## src/rtl/des_core_arbiter.sv

```systemverilog
// des_core_arbiter
//   Shares one DES core between two requesters. A block is accepted from one
//   requester at a time (round-robin, last-served loses ties), handed to the
//   core with a one-cycle start pulse, and the core's result (or a timeout
//   error) is held as a response until the consumer takes it.
//
// Ports
//   clk, rst                  clock (rising edge), synchronous active-high reset
//   reqN_valid/data/ready     requester N plaintext handshake (N = 0, 1)
//   rsp_valid/id/data/err     response handshake with rsp_ready
//   core_plain/start          plaintext and start pulse to the DES core
//   core_cipher/valid         ciphertext and result pulse from the DES core
//   busy                      high whenever a block is in flight
module des_core_arbiter #(
  parameter int unsigned TIMEOUT = 64
) (
  input  logic        clk,
  input  logic        rst,
  input  logic        req0_valid,
  input  logic [63:0] req0_data,
  output logic        req0_ready,
  input  logic        req1_valid,
  input  logic [63:0] req1_data,
  output logic        req1_ready,
  output logic        rsp_valid,
  output logic        rsp_id,
  output logic [63:0] rsp_data,
  output logic        rsp_err,
  input  logic        rsp_ready,
  output logic [63:0] core_plain,
  output logic        core_start,
  input  logic [63:0] core_cipher,
  input  logic        core_valid,
  output logic        busy
);

  localparam int unsigned CW = $clog2(TIMEOUT + 1);

  typedef enum logic [1:0] {
    IDLE,
    ISSUE,
    WAIT,
    RESP
  } state_t;

  state_t        state_q;
  state_t        state_d;
  logic          last_q;   // last-served requester
  logic          gid_q;    // requester owning the block in flight
  logic [63:0]   plain_q;
  logic [63:0]   data_q;
  logic          err_q;
  logic [CW-1:0] cnt_q;
  logic          grant;
  logic          timeout_hit;
  logic          accept;

  // Tie goes to the requester that was not served last.
  always_comb begin
    grant = 1'b0;
    if (req0_valid && req1_valid) begin
      grant = ~last_q;
    end else if (req1_valid) begin
      grant = 1'b1;
    end
  end

  // Ready is gated by rst so no handshake can be reported on a reset edge.
  assign req0_ready = (state_q == IDLE) && !rst && req0_valid && !grant;
  assign req1_ready = (state_q == IDLE) && !rst && req1_valid &&  grant;
  assign accept     = req0_ready || req1_ready;

  // cnt_q holds the number of WAIT cycles already spent without a result,
  // so this is the last cycle in which core_valid is still accepted.
  assign timeout_hit = (cnt_q == CW'(TIMEOUT - 1));

  always_comb begin
    state_d = state_q;
    case (state_q)
      IDLE:    if (accept) state_d = ISSUE;
      ISSUE:   state_d = WAIT;
      WAIT:    if (core_valid || timeout_hit) state_d = RESP;
      RESP:    if (rsp_ready) state_d = IDLE;
      default: state_d = IDLE;
    endcase
  end

  always_ff @(posedge clk) begin
    if (rst) begin
      state_q <= IDLE;
      last_q  <= 1'b1;
      gid_q   <= 1'b0;
      plain_q <= '0;
      data_q  <= '0;
      err_q   <= 1'b0;
      cnt_q   <= '0;
    end else begin
      state_q <= state_d;
      case (state_q)
        IDLE: begin
          if (accept) begin
            gid_q   <= req1_ready;
            plain_q <= req1_ready ? req1_data : req0_data;
          end
        end
        ISSUE: cnt_q <= '0;
        WAIT: begin
          if (core_valid) begin
            data_q <= core_cipher;
            err_q  <= 1'b0;
          end else if (timeout_hit) begin
            data_q <= '0;
            err_q  <= 1'b1;
          end else begin
            cnt_q <= cnt_q + CW'(1);
          end
        end
        RESP: begin
          if (rsp_ready) last_q <= gid_q;
        end
        default: ;
      endcase
    end
  end

  assign rsp_valid  = (state_q == RESP);
  assign rsp_id     = gid_q;
  assign rsp_data   = data_q;
  assign rsp_err    = err_q;
  assign core_plain = plain_q;
  assign core_start = (state_q == ISSUE);
  assign busy       = (state_q != IDLE);

endmodule
```

## config.mk

```make
export PLATFORM = sky130hd
export DESIGN_NAME = des_core_arbiter
export DESIGN_NICKNAME = d
export VERILOG_FILES = /design/src/rtl/des_core_arbiter.sv
export SDC_FILE = /design/constraint.sdc
export NUM_CORES = 1
export LEC_CHECK = 0
export ABC_AREA = 1
export BUFFER_PORTS_ARGS = -buffer_cell sky130_fd_sc_hd__buf_2
export CAP_MARGIN = 10
export CORE_AREA = 4 4 126 128
export CTS_BUF_LIST = sky130_fd_sc_hd__clkbuf_2 sky130_fd_sc_hd__clkbuf_4 sky130_fd_sc_hd__clkbuf_8
export DETAILED_ROUTE_END_ITERATION = 10
export DIE_AREA = 0 0 130 132
export MAX_ROUTING_LAYER = met4
export PLACE_DENSITY = 0.74
export SYNTH_ARGS = -nofsm -noshare
export SYNTH_HDL_FRONTEND = slang
export SYNTH_SLANG_ARGS = --single-unit
export TNS_END_PERCENT = 100
```

## constraint.sdc

```tcl
create_clock -name clk -period 1.49 [get_ports clk]
set_input_delay 0.149 -clock clk [delete_from_list [all_inputs] [get_ports clk]]
set_output_delay 0.149 -clock clk [all_outputs]
set_load 0.02 [all_outputs]
```

; Word level (Yosys, flattened, before mapping)
; Index checks and enable logic that the tools add are counted.
[classes]
bitwise_logic = 1
n_addsub = 1
n_eq_ne = 9
n_mux = 14
reduce_logical = 19
[op_table]
columns = operator, n
row1 = $mux 64, 3
row2 = $mux 7, 2
row3 = $pmux 7 s2, 1
row4 = $ne 2x2->1 const B, 4
row5 = $pmux 2 s4, 1
row6 = $add 7x1->7 const B, 1
row7 = $eq 7x6->1 const B, 1
row8 = $logic_and 1x1->1, 6
row9 = $mux 2, 3
row10 = $reduce_and 2->1, 3
row11 = $reduce_and 3->1, 2
row12 = $reduce_bool 2->1, 3
row13 = $eq 2x2->1 const B, 2
row14 = $mux 1, 4
row15 = $eq 2x1->1 const B, 1
row16 = $logic_not 1->1, 2
row17 = $logic_not 2->1, 1
row18 = $logic_or 1x1->1, 2
row19 = $ne 2x1->1 const B, 1
row20 = $not 1->1, 1
[totals]
ff_bits = 140
output_inout_bits = 135

; Logic depth before layout (Yosys ltp)
; Gate-level depths: netlist of run 1.
[logic_depth]
word_depth = 7
mapped_depth = 10

; Worst setup path after synthesis of run 1
; No wires, ideal clock.
[synth_path]
kind = reg2reg
start = register state_q[0]
end = register data_q[33], in the netlist rsp_data[33]
n_path_buf = 2
path_stages_with_launch = 8
arrival_time_ps = 1476
setup_ps = 70
path_slack_ps = -56
cell_sequence = dfxtp_1 -> inv_1 -> ha_1 -> nand2_1 -> buf_2 -> buf_1 -> nand3_1 -> a21oi_1
[synth_via]
elab_chain_cells = 2
[synth_lines]
columns = item, line_no
row1 = start: declaration, 46  ; state_t state_q;
row2 = start signal: assignment, 98  ; state_q <= state_d;
row3 = $eq 2x2->1, 99  ; case (state_q)
row4 = $reduce_and 2->1 (no line), n/a
row5 = end signal: assignment, 109  ; data_q <= core_cipher;
row6 = end: declaration, 51  ; logic [63:0] data_q;
; Every way passes these cells.
; A chain may end at the register's enable or synchronous reset.

; Worst setup path after layout of run 1
[layout_path]
start = register state_q[0]
end = register plain_q[42], in the netlist core_plain[42]
[layout_via]
elab_chain_cells = 6
word_cells_on_any_way = 9
[layout_lines]
columns = item, line_no
row1 = $logic_not 2->1 *, "69, 70, 99"
row2 = $logic_and 1x1->1, "69, 70"
row3 = $logic_and 1x1->1 (on tied branches) (2 in a row), "69, 70"
row4 = $logic_or 1x1->1, 71  ; assign accept = req0_ready || req1_ready;
row5 = $reduce_and 2->1 (no line), n/a
row6 = end signal: assignment, 103  ; plain_q <= req1_ready ? req1_data : req0_data;
row7 = end: declaration, 50  ; logic [63:0] plain_q;
; Every way passes the cells marked *; elsewhere a longest branch is shown, timed or not.

==> results of run 1 <==
==> registers in the layout, summed over array words and instances, names as in the netlist <==
| name | flops |
|---|---|
| core_plain | 64 |
| rsp_data | 64 |
| cnt_q | 7 |
| state_q | 2 |
| last_q | 1 |
| rsp_err | 1 |
| rsp_id | 1 |
==> metal layers <==
layer | global-route usage, % | share of wire, %
met3 | 7.455 | 9.6
met2 | 51.98 | 50
met5 | - | 0
met4 | 18.94 | 6.6
met1 | 31.07 | 34
==> per-stage QoR <==
stage               util, %  instance area [µm²]  instances  hold WS [ns]
floorplan                 -                 5640        750        0.2970
global placement      51.09                 7594       1247        0.4053
detailed placement    51.09                 7594       1247        0.4050
CTS                   69.77                10370       1490     0.0009209
global route          73.61                10940       1503       0.02273
finish                73.66                10950       1506       0.02567
==> placed cells by master (no fill, tap or decap), types with 6 or more instances in the layout <==
| cell | instances |
|---|---|
| buf_4 | 22 |
| clkbuf_16 | 7 |
| nand3_1 | 55 |
| a31oi_1 | 58 |
| a21oi_1 | 59 |
| buf_6 | 20 |
| nand3_2 | 14 |
| nor2_1 | 16 |
| diode_2 | 6 |
| dfxtp_1 | 136 |
| buf_12 | 13 |
| nand2_2 | 18 |
| clkbuf_8 | 19 |
| dlygate4sd3_1 | 192 |
| inv_1 | 16 |
| buf_2 | 326 |
| nand2_1 | 258 |
| a21oi_2 | 13 |
==> final cells by class <==
| type | instances | share of cell area [%] |
|---|---|---|
| timing repair buffer | 587 | 41.69 |
| multi-input combinational | 531 | 25.71 |
| sequential | 140 | 25.67 |
| clock buffer | 20 | 2.457 |
| tap | 188 | 2.148 |
| clock inverter | 11 | 1.314 |
| inverter | 23 | 0.8799 |
| antenna | 6 | 0.1371 |
==> worst reg2reg max path: stages, from the launching register on <==
cell and delay (ns):
dfxtp_2 0.34, inv_2 0.05, ha_4 0.16, nand2_4 0.10, buf_6 0.11, nor2_4 0.03, buf_6 0.13, nor2_4 0.14
buf_4 0.17, clkbuf_16 0.17, nand2_1 0.08, a31oi_1 0.24
==> kinds of logic (layout without fill, tap and decap cells) <==
logic type	count (synthesis)	in the layout	share of synthesized area, %
AND/OR/NAND/NOR	382	382	27.87
flip-flops	140	140	49.71
adder cells (fa/ha/maj)	6	6	1.332
buffers and inverters	79	641	6.880
AO/OA/AOI/OAI	143	143	14.20
other	0	6	0
==> what timing repair did <==
item                       CTS  global route
gates cloned                 7             8
pin swaps                    7            23
setup endpoints to repair  128           140
setup buffers               14             4
resized for setup           42           100
hold buffers               192             0
hold endpoints to repair   128             0
==> report_power, final <==
part	internal, mW	total [mW]	switching, mW
clock	1.75	3.26	1.51
sequential	4.20	4.49	0.290
combinational	2.48	5.52	3.05
total	8.43	13.3	4.84
==> final timing paths <==
kind	start	to	slack, ns	depth (start not counted)
worst max-delay path	state_q[0]$_SDFFE_PP0P_	core_plain[42]$_SDFFE_PP0P_	-0.32	11
worst min-delay path	rsp_ready	last_q$_SDFFE_PP1P_	0.03	3
worst max register to register	state_q[0]$_SDFFE_PP0P_	core_plain[42]$_SDFFE_PP0P_	-0.32	11
worst min register to register	cnt_q[6]$_SDFFE_PP0P_	cnt_q[6]$_SDFFE_PP0P_	0.46	2
==> results.sh, run 1 <==
export IMPL_cp_start_kind="flip-flop"
export IMPL_grt_pass1_vias=8015
export IMPL_arrival_ns=2.16
export IMPL_end_kind="flip-flop"
export IMPL_yosysTopAreaCell="dfxtp_1"
export IMPL_finalMaxSlewViolations=0
export IMPL_htreeDepth=4
export IMPL_drt_total_wl_um=28940
export IMPL_cp_buffers_inverters=5
export IMPL_synthArstFlopShare_pct=0
export IMPL_crit_chain="inv_2 -> ha_4 -> nand2_4 -> buf_6 -> nor2_4 -> buf_6 -> nor2_4 -> buf_4 -> clkbuf_16 -> nand2_1 -> a31oi_1"
export IMPL_path_class="reg2reg"
export IMPL_io_pins=333
export IMPL_viasPerCell=5.400
export IMPL_tightest_slew_ns=0.6638
export IMPL_cp_data_required_time_ns=1.84
export IMPL_synth_area_mm2=0.005638
export IMPL_core_area_mm2=0.01486
export IMPL_drtAntennaViolNets=0
export IMPL_port_buffers=332
export IMPL_seq_area_frac_synth_pct=49.71
export IMPL_die_area_mm2=0.01716
export IMPL_post_place_ws_ns=-0.07395
export IMPL_cts_root_buf="clkbuf_8"
export IMPL_max_freq_ghz=0.5510
export IMPL_numCtsBuffers=17
export IMPL_n_fill_cell=960
export IMPL_synth_edf_count=0
export IMPL_failed_checks="setup timing"
export IMPL_drt_first_pass_iters=7
export IMPL_synth_common_cells="nand2_1, dfxtp_1, a21oi_1"
export IMPL_wl_per_cell_um=19.21
export IMPL_nets=1504
export IMPL_synth_most_common_cell="nand2_1"
export IMPL_insertion_delay_ns=0.45
export IMPL_syn_num_nets=954
export IMPL_synth_warnings=0
export IMPL_period_needed_ns=1.815
export IMPL_synthToLayoutAreaGrowth_pct=94.21
export IMPL_synth_cell_types=22
export IMPL_p_per_area_mw_per_mm2=1213
export IMPL_fin_crit_sh_pct=121.8
export IMPL_syn_area_per_cell_um2=7.517
export IMPL_outcome="finished with violations"
export IMPL_die_height_um=132
export IMPL_multi_input_comb_area_mm2=0.002815
export IMPL_track_usage_pct=30.53
export IMPL_overflow=0
export IMPL_antenna_found_initial=3
export IMPL_setup_viol=68
export IMPL_cts_sinks=140
export IMPL_crit_path_max_incr_delay_ns=0.34
export IMPL_hold_path_class="in2reg"
export IMPL_finalPower_mw=13.28
export IMPL_drt_initial_drc_count=539
export IMPL_finalSetupTns_ns=-11.22
export IMPL_cts_tree="built"
export IMPL_rsz0062_at_grt="true"
export IMPL_setup_ws_ns=-0.3249
export IMPL_synth_top_cell_area_share_pct=49.71
export IMPL_post_route_drc_count=0
export IMPL_seq_area_mm2=0.002810
export IMPL_finClkSkew_ns=0.01360
export IMPL_drive_above_1_share_pct=38.95
export IMPL_fp_dieW_um=130
export IMPL_grt_pass1_wl_um=40400
export IMPL_path_clk_slew_ns=0.09
export IMPL_hpwlAfterDp_um=13790
export IMPL_p_leak_nw=4.863
export IMPL_critPathTopFamily="buffers and inverters"
export IMPL_initial_core_util_pct=37.93
export IMPL_slowest_stage="dfxtp_2"
export IMPL_slew_headroom_pct=55.75
export IMPL_grt_max_degree=58
export IMPL_final_hold_violation_count=0
export IMPL_drv_cap=0
export IMPL_cts_max_path_buffers=2
export IMPL_path_max_fanout=12
export IMPL_num_rows=45
export IMPL_vias=8133
export IMPL_irDropWorstVdd_mv=0.6160
export IMPL_synthFlopType="dfxtp_1"
export IMPL_ys_ff_latch=140
export IMPL_routabilityCongestion=0.8355
export IMPL_synthTopCellsByArea="dfxtp_1, nand2_1, a31oi_1"
export IMPL_synthCells=750
No activity file was read; power rests on OpenSTA's default activity.
==> inputs of run 2 (changes only) <==
Settings changed: CELL_PAD_IN_SITES_DETAIL_PLACEMENT from default to 0, CELL_PAD_IN_SITES_GLOBAL_PLACEMENT from default to 1, CORE_AREA 4 4 126 128 to default, CORE_MARGIN from default to 4, CORE_UTILIZATION from default to 27, DIE_AREA 0 0 130 132 to default, PLACE_DENSITY 0.74 to default, PLACE_DENSITY_LB_ADDON from default to 0.1.
==> run 2 against run 1 <==
The flow still finishes with violations (setup timing). Critical path depth shrank 3. Final cell count grew 6.4%. Hold slack gained 0.047 ns. Non-clock buffer count grew 19. Worst setup slack gained 0.17 ns. Total power grew 7.3%. Sequential power is essentially flat. Count of clock-buffer cells in the layout shrank 1. Critical endpoint is now req0_ready.
==> results.sh, run 2 (synthesis results as in run 1) <==
export IMPL_grt_pass1_wl_um=38860
export IMPL_cts_sinks=140
export IMPL_rsz0062_at_grt="true"
export IMPL_min_to="cnt_q[6]$_SDFFE_PP0P_"
export IMPL_antenna_found_initial=0
export IMPL_clkPwrFrac_pct=24.6
export IMPL_grt_pass1_vias=7636
export IMPL_setup_ws_ns=-0.1562
export IMPL_finClkSkew_ns=0.01266
export IMPL_die_height_um=152.5
export IMPL_initial_core_util_pct=27.68
export IMPL_synthToLayoutAreaGrowth_pct=108.4
export IMPL_cp_data_required_time_ns=1.34
export IMPL_core_area_mm2=0.02036
export IMPL_end_kind="output port"
export IMPL_num_rows=52
export IMPL_slew_headroom_pct=44.70
export IMPL_finalMaxSlewViolations=0
export IMPL_p_leak_nw=5.127
export IMPL_grt_busiest_layer="met2"
export IMPL_port_buffers=332
export IMPL_post_route_drc_count=0
export IMPL_overflow=0
export IMPL_swShare_pct=35.62
export IMPL_nets=1523
export IMPL_use_met3_pct=5.652
export IMPL_cp_start_kind="flip-flop"
export IMPL_die_area_mm2=0.02326
export IMPL_worstHoldStart="rst"
export IMPL_pwr_share_seq_pct=31.4
export IMPL_p_comb_share_pct=44.0
export IMPL_final_common_cell="buf_2"
export IMPL_arrival_ns=1.50
export IMPL_fp_dieW_um=152.5
export IMPL_r2r_start="state_q[1]$_SDFFE_PP0P_"
export IMPL_vias=7330
export IMPL_viasPerCell=4.576
export IMPL_htreeDepth=4
export IMPL_ff2ff_path_depth=10
export IMPL_hold_path_class="in2reg"
export IMPL_cts_root_buf="clkbuf_8"
export IMPL_met1_usage_pct=23.61
export IMPL_insertion_delay_ns=0.45
export IMPL_cts_tree="built"
export IMPL_finalSetupTns_ns=-5.885
export IMPL_internal_power_mw=9.174
export IMPL_gr_usage_met2_pct=35.84
export IMPL_outcome="finished with violations"
export IMPL_numCtsBuffers=17
export IMPL_reg2reg_to="core_plain[20]$_SDFFE_PP0P_"
export IMPL_hold_depth=4
export IMPL_drt_first_pass_iters=5
export IMPL_drive_above_1_share_pct=43.24
export IMPL_fin_cells=1602
export IMPL_tightest_slew_ns=0.8295
export IMPL_ff2ff_setup_slack_ns=-0.15
export IMPL_hpwlAfterDp_um=14300
export IMPL_failed_checks="setup timing"
export IMPL_routabilityCongestion=0.7772
export IMPL_io_pins=333
export IMPL_max_freq_ghz=0.6074
export IMPL_power_switching_mw=5.075
export IMPL_drt_initial_drc_count=269
export IMPL_path_class="reg2out"
export IMPL_cts_max_path_buffers=2
export IMPL_p_per_area_mw_per_mm2=1213
export IMPL_drt_total_wl_um=26000
export IMPL_path_clk_slew_ns=0.08
export IMPL_drv_cap=0
export IMPL_fin_crit_sh_pct=110.5
export IMPL_period_needed_ns=1.646
export IMPL_track_usage_pct=20.93
export IMPL_wl_per_cell_um=16.23
export IMPL_dp_cells=1334
export IMPL_path_max_fanout=3
export IMPL_setup_viol=68
export IMPL_most_common_layout_cells="buf_2, nand2_1, dlygate4sd3_1, dfxtp_1, a31oi_1"
export IMPL_grt_max_degree=134
export IMPL_irDropWorstVdd_mv=0.7406
export IMPL_final_hold_violation_count=0
export IMPL_drtAntennaViolNets=0
export IMPL_diodes=0
-- run 2: cell count changes in the layout (fill, tap and decap cells not counted), moves of 6 or more --
cell,before,now
nand2_1,258,232
nand2_2,18,40
nand3_1,55,35
nand3_2,14,34
buf_12,13,24
buf_6,20,9
buf_16,5,11
clkbuf_16,7,13
diode_2,6,0
-- run 2: area by class of cell --
cell class              instances  area [µm²]
repair buffers                606        5031
fillers                      1834        8617
clock inverters                13       187.7
clock buffers                  19       255.2
flip-flops and latches        140        2808
inverters                      23       93.84
well taps                     270       337.8
multi-input cells             531        3034
-- run 2: metrics by stage --
step	hold slack (ns)	instance area, µm²	setup WS [ns]	utilization (%)	power [mW]
after floorplan	0.2970	5640	0.001887	-	6.776
after global placement	0.4052	7871	-0.01779	38.65	8.564
after detailed placement	0.4083	7871	-0.02295	38.65	8.549
after CTS	0.006314	10800	-0.1966	53.01	13.41
after global routing	0.05633	11750	-0.2478	57.69	15.04
final	0.07288	11750	-0.1562	57.69	14.25
-- run 2: worst max-delay path by stage --
stage / startpoint / endpoint / slack (ns) / depth (start not counted)
CTS: state_q[1]$_SDFFE_PP0P_ / req0_ready / -0.20 / 8
global route: state_q[0]$_SDFFE_PP0P_ / req0_ready / -0.25 / 8
finish: state_q[0]$_SDFFE_PP0P_ / req0_ready / -0.16 / 8
floorplan: state_q[0]$_SDFFE_PP0P_ / rsp_data[34]$_SDFFE_PP0P_ / 0.002 / 8
global placement: state_q[0]$_SDFFE_PP0P_ / req0_ready / -0.02 / 8
detailed placement: state_q[0]$_SDFFE_PP0P_ / req0_ready / -0.02 / 8
-- run 2: per-layer routing --
metal / up-vias / share of wire, %
li1: 3642 / -
met1: 3365 / 42
met2: 278 / 50
met3: 45 / 5.8
met4: 0 / 2.8
met5: - / 0
-- run 2: worst max-delay path, stage by stage (launching register included) --
cell     delay, ns
dfxtp_2       0.32
inv_2         0.07
ha_4          0.17
nand2_8       0.07
nor2_8        0.09
nand2_2       0.05
inv_2         0.07
buf_12        0.11
buf_8         0.10
-- run 2: power groups by stage --
stage / clock [mW] / combinational [mW] / sequential, mW
after global routing: 3.79 / 6.71 / 4.53
final: 3.50 / 6.27 / 4.48
after global placement: 0 / 4.07 / 4.49
after floorplan: 0 / 1.78 / 5.00
after CTS: 3.62 / 5.37 / 4.43
after detailed placement: 0 / 4.06 / 4.49
-- run 2: repair_timing --
action                                 CTS  global route
endpoints found under the hold margin  130             0
buffers inserted                        17             6
gates cloned                            11            14
pin swaps                               19            48
setup endpoints to repair               31           140
hold buffers                           194             0
resized for setup                       47           141
